[src/rtl/soc_system_pio_pkg.sv]
// Shared definitions for the extended input PIO: the register map and the
// power-on values of the edge-enable registers.
package soc_system_pio_pkg;

  localparam int unsigned ADDR_W = 3;

  localparam logic [ADDR_W-1:0] ADDR_DATA     = 3'd0;
  localparam logic [ADDR_W-1:0] ADDR_RISE_EN  = 3'd1;
  localparam logic [ADDR_W-1:0] ADDR_IRQ_MASK = 3'd2;
  localparam logic [ADDR_W-1:0] ADDR_EDGE_CAP = 3'd3;
  localparam logic [ADDR_W-1:0] ADDR_FALL_EN  = 3'd4;
  localparam logic [ADDR_W-1:0] ADDR_LEVEL    = 3'd5;
  localparam logic [ADDR_W-1:0] ADDR_DB_LIMIT = 3'd6;
  localparam logic [ADDR_W-1:0] ADDR_RAW      = 3'd7;

  // Any-edge capture out of reset
  localparam logic [31:0] RISE_EN_RST = 32'hFFFF_FFFF;
  localparam logic [31:0] FALL_EN_RST = 32'hFFFF_FFFF;

endpackage

[src/rtl/soc_system_pio_db_bit.sv]
// One input bit: synchroniser chain, debounce counter, stable value and its
// one-cycle-delayed copy used for edge detection.
module soc_system_pio_db_bit #(
  parameter int unsigned SYNC_STAGES = 2,
  parameter int unsigned DB_CNT_W    = 16
) (
  input  logic                clk,
  input  logic                reset,
  input  logic                in_bit,
  input  logic [DB_CNT_W-1:0] db_limit,
  output logic                stable,
  output logic                rise,
  output logic                fall,
  output logic                raw
);

  logic [SYNC_STAGES-1:0] sync_q, sync_d;
  logic [DB_CNT_W-1:0]    cnt_q, cnt_d;
  logic                   stable_q, stable_d;
  logic                   prev_q, prev_d;
  logic                   sync;

  assign sync = sync_q[SYNC_STAGES-1];

  always_comb begin
    sync_d   = {sync_q[SYNC_STAGES-2:0], in_bit};
    cnt_d    = cnt_q;
    stable_d = stable_q;
    prev_d   = stable_q;
    // A lowered limit commits on the next mismatch once the count already reaches it
    if (db_limit == '0) begin
      stable_d = sync;
      cnt_d    = '0;
    end else if (sync == stable_q) begin
      cnt_d = '0;
    end else if (cnt_q >= db_limit - DB_CNT_W'(1)) begin
      stable_d = sync;
      cnt_d    = '0;
    end else if (cnt_q != '1) begin
      cnt_d = cnt_q + DB_CNT_W'(1);
    end
  end

  always_ff @(posedge clk or posedge reset) begin
    if (reset) begin
      sync_q   <= '0;
      cnt_q    <= '0;
      stable_q <= 1'b0;
      prev_q   <= 1'b0;
    end else begin
      sync_q   <= sync_d;
      cnt_q    <= cnt_d;
      stable_q <= stable_d;
      prev_q   <= prev_d;
    end
  end

  assign stable = stable_q;
  assign rise   = stable_q & ~prev_q;
  assign fall   = ~stable_q & prev_q;
  assign raw    = sync;

endmodule

[src/rtl/soc_system_pio_in_ext.sv]
// Avalon-MM input PIO with per-bit debounce, edge selection, W1C edge capture
// and level/edge interrupt sources.
module soc_system_pio_in_ext
  import soc_system_pio_pkg::*;
#(
  parameter int unsigned WIDTH       = 2,
  parameter int unsigned SYNC_STAGES = 2,
  parameter int unsigned DB_CNT_W    = 16
) (
  input  logic              clk,
  input  logic              reset,
  input  logic [2:0]        address,
  input  logic              chipselect,
  input  logic              write_n,
  input  logic [31:0]       writedata,
  output logic [31:0]       readdata,
  output logic              irq,
  input  logic [WIDTH-1:0]  in_port
);

  logic [WIDTH-1:0]    stable, rise, fall, raw;
  logic [WIDTH-1:0]    rise_en_q, rise_en_d, fall_en_q, fall_en_d;
  logic [WIDTH-1:0]    mask_q, mask_d, cap_q, cap_d, level_q, level_d;
  logic [DB_CNT_W-1:0] db_limit_q, db_limit_d;
  logic [31:0]         readdata_q, readdata_d;
  logic [WIDTH-1:0]    wdata_w, set_w, clr_w;
  logic                wr_en;
  logic                unused_wdata;

  assign unused_wdata = ^writedata;

  for (genvar i = 0; i < WIDTH; i++) begin : g_bit
    soc_system_pio_db_bit #(
      .SYNC_STAGES(SYNC_STAGES),
      .DB_CNT_W   (DB_CNT_W)
    ) u_db (
      .clk     (clk),
      .reset   (reset),
      .in_bit  (in_port[i]),
      .db_limit(db_limit_q),
      .stable  (stable[i]),
      .rise    (rise[i]),
      .fall    (fall[i]),
      .raw     (raw[i])
    );
  end

  always_comb begin
    rise_en_d  = rise_en_q;
    fall_en_d  = fall_en_q;
    mask_d     = mask_q;
    level_d    = level_q;
    db_limit_d = db_limit_q;
    readdata_d = '0;
    wr_en      = chipselect & ~write_n;
    wdata_w    = writedata[WIDTH-1:0];

    if (wr_en) begin
      case (address)
        ADDR_RISE_EN:  rise_en_d  = wdata_w;
        ADDR_IRQ_MASK: mask_d     = wdata_w;
        ADDR_FALL_EN:  fall_en_d  = wdata_w;
        ADDR_LEVEL:    level_d    = wdata_w;
        ADDR_DB_LIMIT: db_limit_d = writedata[DB_CNT_W-1:0];
        default:       ;
      endcase
    end

    // A new edge wins over a same-cycle clear so it is never lost
    set_w = (rise & rise_en_q) | (fall & fall_en_q);
    clr_w = (wr_en && address == ADDR_EDGE_CAP) ? wdata_w : '0;
    cap_d = set_w | (cap_q & ~clr_w);

    case (address)
      ADDR_DATA:     readdata_d = 32'(stable);
      ADDR_RISE_EN:  readdata_d = 32'(rise_en_q);
      ADDR_IRQ_MASK: readdata_d = 32'(mask_q);
      ADDR_EDGE_CAP: readdata_d = 32'(cap_q);
      ADDR_FALL_EN:  readdata_d = 32'(fall_en_q);
      ADDR_LEVEL:    readdata_d = 32'(level_q);
      ADDR_DB_LIMIT: readdata_d = 32'(db_limit_q);
      ADDR_RAW:      readdata_d = 32'(raw);
      default:       readdata_d = '0;
    endcase
  end

  always_ff @(posedge clk or posedge reset) begin
    if (reset) begin
      rise_en_q  <= WIDTH'(RISE_EN_RST);
      fall_en_q  <= WIDTH'(FALL_EN_RST);
      mask_q     <= '0;
      cap_q      <= '0;
      level_q    <= '0;
      db_limit_q <= '0;
      readdata_q <= '0;
    end else begin
      rise_en_q  <= rise_en_d;
      fall_en_q  <= fall_en_d;
      mask_q     <= mask_d;
      cap_q      <= cap_d;
      level_q    <= level_d;
      db_limit_q <= db_limit_d;
      readdata_q <= readdata_d;
    end
  end

  assign readdata = readdata_q;
  assign irq      = |(mask_q & ((level_q & stable) | (~level_q & cap_q)));

endmodule

[config.mk]
export PLATFORM = sky130hd
export DESIGN_NAME = soc_system_pio_in_ext
export DESIGN_NICKNAME = d
export VERILOG_FILES = /design/src/rtl/soc_system_pio_pkg.sv /design/src/rtl/soc_system_pio_db_bit.sv /design/src/rtl/soc_system_pio_in_ext.sv
export SDC_FILE = /design/constraint.sdc
export NUM_CORES = 1
export LEC_CHECK = 0
export CAP_MARGIN = 20
export CELL_PAD_IN_SITES_DETAIL_PLACEMENT = 0
export CELL_PAD_IN_SITES_GLOBAL_PLACEMENT = 1
export CORE_MARGIN = 2
export CORE_UTILIZATION = 30
export DETAILED_ROUTE_END_ITERATION = 10
export PLACE_DENSITY_LB_ADDON = 0.1
export SLEW_MARGIN = 20
export SYNTH_ARGS = -nofsm -noshare
export SYNTH_HDL_FRONTEND = slang
export SYNTH_SLANG_ARGS = --single-unit
[constraint.sdc]
create_clock -name clk -period 4.8 [get_ports clk]
set_clock_uncertainty 0.2 [all_clocks]
set_input_delay 0.96 -clock clk [delete_from_list [all_inputs] [get_ports clk]]
set_output_delay 0.96 -clock clk [all_outputs]
set_load 0.02 [all_outputs]
==> impl_metrics.tcl, run 1 <==
set metrics [dict create \
    status "finished, final reports clean" \
    rsz0062_at_grt "no" \
    worst_pin_slew_ns 0.890 \
    die_area_um2 16500 \
    holdPathStages 0 \
    portBuffers 41 \
    internal_power_uw 1530 \
    drive_above_1_share_pct 12.7 \
    layout_common_cells "78 x dfrtp_1, 41 x nor2_1, 41 x clkdlybuf4s50_1" \
    ant_nets 0 \
    post-route-period-util_pct 88.7 \
    crit_path_max_incr_delay_ns 0.52 \
    fmax_mhz 235 \
    diodes 0 \
    crit_family "simple AND/OR/NAND/NOR gates" \
    via_count 3394 \
    grt_pass1_vias 3275 \
    ys_seq_elements 82 \
    sw_frac_of_total_pct 32.3 \
    slew_violations 0 \
    irDropWorstVdd_mv 0.144 \
    cts_inserted_buffers 9 \
    cp_max_fo 16 \
    syn_area_per_cell_um2 10.3 \
    globalplace.congestion 0.734 \
    dp_hpwl_um 8270 \
    synth_edf_count 0 \
    worstSkewPairLatency_ns 0.35 \
    clkPwrFrac_pct 34.5 \
    stdcell_area_um2 5560 \
    comb_power_share_pct 24.9 \
    hp-start "g_bit[0].u_db.sync_q[0]" \
    fin_ws_ns 0.540 \
    placed_area_um2 5230 \
    tns_ns 0 \
    cts_tree "done" \
    rr_startpoint "db_limit_q[0]" \
    antenna_found_initial 0 \
    gr-total-overflow 0 \
    wl_per_cell_um 16.0 \
    critPathBufInv 3 \
    die_h_um 129 \
    start_util_pct 30.6 \
    clock-root-buffer "clkbuf_16" \
    seqPwrFrac_pct 40.6 \
    leakage_uw 0.00253 \
    slowest_stage "or4_1" \
    synth_ff_type "dfrtp_1" \
    clk_pin_slew_ns 0.07 \
    rr_worst_depth 15 \
    wl_um 11000 \
    drcViolationCount 0 \
    grt_max_degree 51 \
    viasPerCell 4.91 \
    holdWs_ns 0.151 \
    min_period_ns 4.26 \
    pin_count 74 \
    ys_seq_area_share_pct 44.2 \
    syn_area_um2 4650 \
    cts.sinks 82 \
    final_nets 570 \
    layout_commonest_cell "dfrtp_1" \
    core_um2 15200 \
    setup_viol 0 \
    hold_class "flop to flop" \
    critPathKind "flop to flop" \
    place_ws_ns 0.574 \
    worstPathRequired_ns 4.85 \
    slew_headroom_pct 40.6 \
    area_delta_synth_final_pct 19.5 \
    cap_violations 0 \
    cts_setup_buffers 0 \
    post_cts_resized 0 \
    syn_inst 453 \
    utilization_pct 36.6 \
    die_x_um 129 \
    hold_end "g_bit[0].u_db.sync_q[1]" \
    h-tree-depth 3 \
    async_reset_ff_share_pct 100 \
    cts_max_path_buffers 2 \
    p_per_area_nw_per_um2 406 \
    ys.warnings.count 0 \
    power.switching_uw 730 \
    crit_path_start_kind "flop" \
    first_iter_violations 140 \
    synth.distinct_cells 51 \
    grt_pass1_wl_um 18200 \
    critPathArrivalTime_ns 4.31 \
    endpoint_kind "flop" \
    ctsHoldBuffers 0 \
    r2r-end "g_bit[0].u_db.cnt_q[12]" \
    rows 45 \
    crit_path_cell_trace "inv_1 > ha_1 > or4b_4 > nor4b_1 > buf_4 > nand2_1 > xor2_1 > ha_1 > a21oi_1 > o21ai_0 > a21oi_1 > nand2_1 > or4_1 > buf_4 > a211oi_1" \
    final_hold_viol_count 0 \
    ff2ff_setup_slack_ns 0.54 \
    drt_pass1_iterations 4 \
    grtUsageTotal_pct 14.5 \
]
flip-flops by register name, summed over array words and instances (netlist names):
| name | cells |
|---|---|
| g_bit.u_db.prev_q | 2 |
| fall_en_q | 2 |
| level_q | 2 |
| mask_q | 2 |
| g_bit.u_db.sync_q | 4 |
| rise_en_q | 2 |
| cap_q | 2 |
| readdata | 16 |
| g_bit.u_db.cnt_q | 32 |
| db_limit_q | 16 |
| g_bit.u_db.stable | 2 |
metal layers:
layer | GRT usage [%] | wire length, um | vias to the layer above
li1 | - | - | 1685
met1 | 20.3 | 5550 | 1646
met2 | 22.0 | 4870 | 53
met3 | 3.74 | 435 | 10
met4 | 4.80 | 184 | 0
met5 | 0 | 0 | -
metrics by stage:
step	power [uW]	instances
floorplan	1320	468
global placement	1490	675
detailed placement	1500	675
CTS	2300	691
global route	2410	691
finish	2260	691
power groups by stage:
stage               registers, uW  clock network (uW)  logic, uW
detailed placement            931                   0        572
finish                        917                 778        561
global route                  937                 834        639
floorplan                     897                   0        420
CTS                           918                 802        576
global placement              929                   0        563
logic make-up after synthesis:
| kind of cell | after synthesis | synth area share (%) |
|---|---|---|
| other | 1 | 0.0806 |
| xor gates and xnor gates | 33 | 6.21 |
| adders and majority gates | 32 | 8.56 |
| AOI/OAI and AO/OA | 61 | 8.58 |
| and+or+nand+nor | 167 | 18.8 |
| muxes | 33 | 8.31 |
| DFF | 82 | 44.2 |
| buffers and inverters | 44 | 5.27 |
area by class of cell:
cell class / instances / area [um2]
clock buffer: 9 / 225
multi-input combinational: 342 / 2400
tap: 188 / 235
inverter: 13 / 50.0
timing repair buffer: 50 / 478
fill: 1544 / 9650
clock inverter: 7 / 106
sequential: 82 / 2060
synth_stat cells (all sizes together), types with 2 or more instances:
cell type	instances	area, um2
mux4	2	45.0
a211oi	6	45.0
o211ai	2	15.0
nand4	8	50.1
nand3b	2	15.0
a21oi	13	68.8
nor4b	2	17.5
a31o	2	17.5
xor2	13	114
dfstp	4	105
inv	13	48.8
nor2b	5	31.3
nand2	29	109
and2	4	25.0
clkbuf	12	45.0
nor4	4	25.0
o31a	2	17.5
and4	3	26.3
nor3b	2	15.0
xnor2	20	175
mux2	25	282
nor2	41	154
ha	31	388
nor3	11	70.1
o21a	2	15.0
a21o	5	37.5
mux2i	6	60.1
a31oi	8	50.1
nand3	22	110
buf	19	151
and3	26	163
or4	3	22.5
o22ai	3	18.8
o31ai	2	15.0
nand2b	3	18.8
o21ai	11	55.1
dfrtp	78	1950
worst max path at each step:
stage / slack [ns] / depth (start not counted) / start / endpoint
floorplan: 1.00 / 15 / db_limit_q[0] / g_bit[0].u_db.cnt_q[2]
global placement: 0.58 / 15 / db_limit_q[0] / g_bit[0].u_db.cnt_q[12]
detailed placement: 0.57 / 15 / db_limit_q[0] / g_bit[0].u_db.cnt_q[14]
CTS: 0.51 / 15 / db_limit_q[0] / g_bit[0].u_db.cnt_q[12]
global route: 0.21 / 15 / db_limit_q[0] / g_bit[0].u_db.cnt_q[12]
finish: 0.54 / 15 / db_limit_q[0] / g_bit[0].u_db.cnt_q[12]
Note: power is estimated with default switching activity, not from simulation.
==> run 2: changes to the inputs <==
TNS_END_PERCENT = 10   (was unset)
==> results of run 2 <==
Same layout as run 1: the final DEF is identical, and so are final timing and power.
==> run 3: changes to the inputs <==
ABC_AREA = 1   (was unset)
CTS_BUF_LIST = sky130_fd_sc_hd__clkbuf_8   (was unset)
==> impl_metrics.tcl, run 3 <==
set metrics [dict create \
    synth_edf_count 0 \
    seqPwrFrac_pct 45.7 \
    largest_register_ffs 32 \
    comb_power_share_pct 25.7 \
    cp_max_fo 17 \
    synth_compound_area_share_pct 10.5 \
    cts_tree "done" \
    syn_area_um2 5120 \
    synth-xor-area-share_pct 3.42 \
    yosys.area_share.simple_pct 27.2 \
    syn_area_per_cell_um2 7.81 \
    irDropWorstVdd_mv 0.155 \
    final_nets 773 \
    rsz0062_at_grt "no" \
    drcViolationCount 0 \
    clock-root-buffer "clkbuf_8" \
    hold_class "flop to flop" \
    die_x_um 135 \
    gr-total-overflow 0 \
    power_uw 1800 \
    grtUsageTotal_pct 15.4 \
    synth_top_area_share_pct 38.1 \
    die_h_um 135 \
    drive_above_1_share_pct 9.77 \
    die_area_um2 18100 \
    antenna_found_initial 0 \
    ff2ff_setup_slack_ns 1.35 \
    cts_setup_buffers 0 \
    grt_max_degree 48 \
    ys_seq_area_share_pct 40.2 \
    post_cts_resized 0 \
    yosys-top-cells-count "137 x nand2_1, 102 x inv_1, 78 x dfrtp_1" \
    n_fill_cell 1758 \
    ctsHoldBuffers 0 \
    h-tree-depth 3 \
    worstSkewPairLatency_ns 0.37 \
    rows 47 \
    clk_pin_slew_ns 0.08 \
    core_um2 16600 \
    worst_pin_slew_ns 0.862 \
    ys.warnings.count 0 \
    status "finished, final reports clean" \
    synth.distinct_cells 43 \
    ys_seq_elements 82 \
    post-route-period-util_pct 71.9 \
    endpoint_kind "flop" \
    synth_fa_ha_area_share_pct 7.57 \
    wl_um 12900 \
    drt_pass1_iterations 4 \
    yosysTopAreaCell "dfrtp_1" \
    fmax_mhz 290 \
    viasPerCell 4.52 \
    diodes 0 \
    slew_violations 0 \
    yosys.cell_count.top_type "nand2_1" \
    crit_path_start_kind "flop" \
    synth_ff_type "dfrtp_1" \
    leakage_uw 0.00292 \
    cts_max_path_buffers 2 \
    internal_power_uw 1170 \
    final_hold_viol_count 0 \
    cts_inserted_buffers 9 \
    yosys-mux-area-fraction_pct 0 \
    critPathKind "flop to flop" \
    crit_path_max_incr_delay_ns 0.42 \
    first_iter_violations 155 \
    async_reset_ff_share_pct 100 \
    via_count 4186 \
    grt_pass1_vias 4259 \
    tns_ns 0 \
    layout_commonest_cell "nand2_1" \
    ant_nets 0 \
    portBuffers 41 \
    regMostFlops "g_bit.u_db.cnt_q" \
    ys_top_cells_by_area "dfrtp_1 38%, nand2_1 10%, ha_1 7.6%" \
    slowest_stage "dfrtp_1" \
    wl_per_cell_um 14.0 \
    holdWs_ns 0.156 \
    slew_headroom_pct 42.5 \
    critPathArrivalTime_ns 3.50 \
    dp_hpwl_um 10000 \
    layout_common_cells "137 x nand2_1, 102 x inv_1, 78 x dfrtp_1" \
    globalplace.congestion 0.864 \
    worstPathRequired_ns 4.85 \
    synth_top_family_by_area "simple AND/OR/NAND/NOR gates" \
    p_per_area_nw_per_um2 304 \
    start_util_pct 30.8 \
    min_period_ns 3.45 \
    sw_frac_of_total_pct 35.0 \
    area_delta_synth_final_pct 15.2 \
    power.switching_uw 629 \
    crit_top_cell "nand2_1" \
    cap_violations 0 \
    crit_path_cell_trace "inv_1 > ha_1 > nand2_2 > nor2_4 > nand3_4 > nor3_2 > xor2_1 > ha_1 > nand2_1 > nor2_1 > a211oi_1 > nand2_1 > nor2_2 > nand2_4 > nand2_1 > nand2_1" \
    setup_viol 0 \
    grt_pass1_wl_um 21800 \
    clkPwrFrac_pct 28.6 \
    syn_inst 656 \
    pin_count 74 \
    cts.sinks 82 \
]
==> run 3: cell count changes after synthesis, sizes merged, moves of 5 or more <==
cell,before,now
a21o,5,0
a31oi,8,13
and3,26,0
clkbuf,12,4
inv,13,103
mux2,25,0
mux2i,6,0
nand2,29,143
nand3,22,38
nor2,41,98
nor2b,5,0
o21ai,11,46
xnor2,20,7
==> run 3: layer usage <==
layer,global-route usage [%],wire length [um],up-vias
li1,-,-,2158
met1,21.9,6670,1942
met2,23.4,5640,73
met3,3.27,420,13
met4,5.09,223,0
met5,0,0,-
==> run 3: logic make-up (layout without fill, tap and decap cells) <==
family / after synthesis / count (layout)
adder cells (fa/ha/maj): 31 / 31
AND/OR/NAND/NOR: 302 / 302
other: 1 / 16
XOR/XNOR: 20 / 20
flip-flops: 82 / 82
AO/OA/AOI/OAI: 92 / 92
buffers and inverters: 128 / 163
==> run 3: layout make-up <==
type                       instances  area, um2  area share, %
clock buffer                       9        124           2.10
clock inverter                     7       71.3           1.21
inverter                         103        388           6.57
multi-input combinational        461       2550           43.3
sequential                        82       2060           34.8
tap                              220        275           4.66
timing repair buffer              44        433           7.33
==> run 3: worst paths after layout <==
check	start	end	cells past startpoint
max in group asynchronous	reset	fall_en_q[1]	3
hold / removal	g_bit[0].u_db.sync_q[0]	g_bit[0].u_db.sync_q[1]	0
hold reg to reg	g_bit[0].u_db.sync_q[0]	g_bit[0].u_db.sync_q[1]	0
min in group asynchronous	reset	readdata[7]	2
setup / recovery	db_limit_q[0]	g_bit[0].u_db.stable	16
setup reg to reg	db_limit_q[0]	g_bit[0].u_db.stable	16
==> run 3: per-stage QoR <==
step | setup slack, ns | utilization [%] | instance area, um2 | cells
finish | 1.35 | 35.5 | 5900 | 926
global route | 1.03 | 35.5 | 5900 | 926
CTS | 1.27 | 35.5 | 5900 | 926
detailed placement | 1.31 | 34.3 | 5710 | 910
global placement | 1.34 | 34.3 | 5710 | 910
floorplan | 1.54 | - | 5180 | 671
==> run 3: worst max-delay path, delay by kind of cell, from the launching register on <==
| family | cells | cell delay, ns |
|---|---|---|
| AO/OA/AOI/OAI | 1 | 0.17 |
| buffers and inverters | 1 | 0.36 |
| adder cells (fa/ha/maj) | 2 | 0.64 |
| flip-flops | 1 | 0.42 |
| AND/OR/NAND/NOR | 11 | 1.26 |
| XOR/XNOR | 1 | 0.28 |
==> run 3: power by group through the flow <==
stage	Combinational, uW	Clock [uW]	Sequential (uW)
finish	461	514	821
global route	531	569	833
CTS	467	537	822
detailed placement	463	0	836
global placement	457	0	835
floorplan	316	0	829
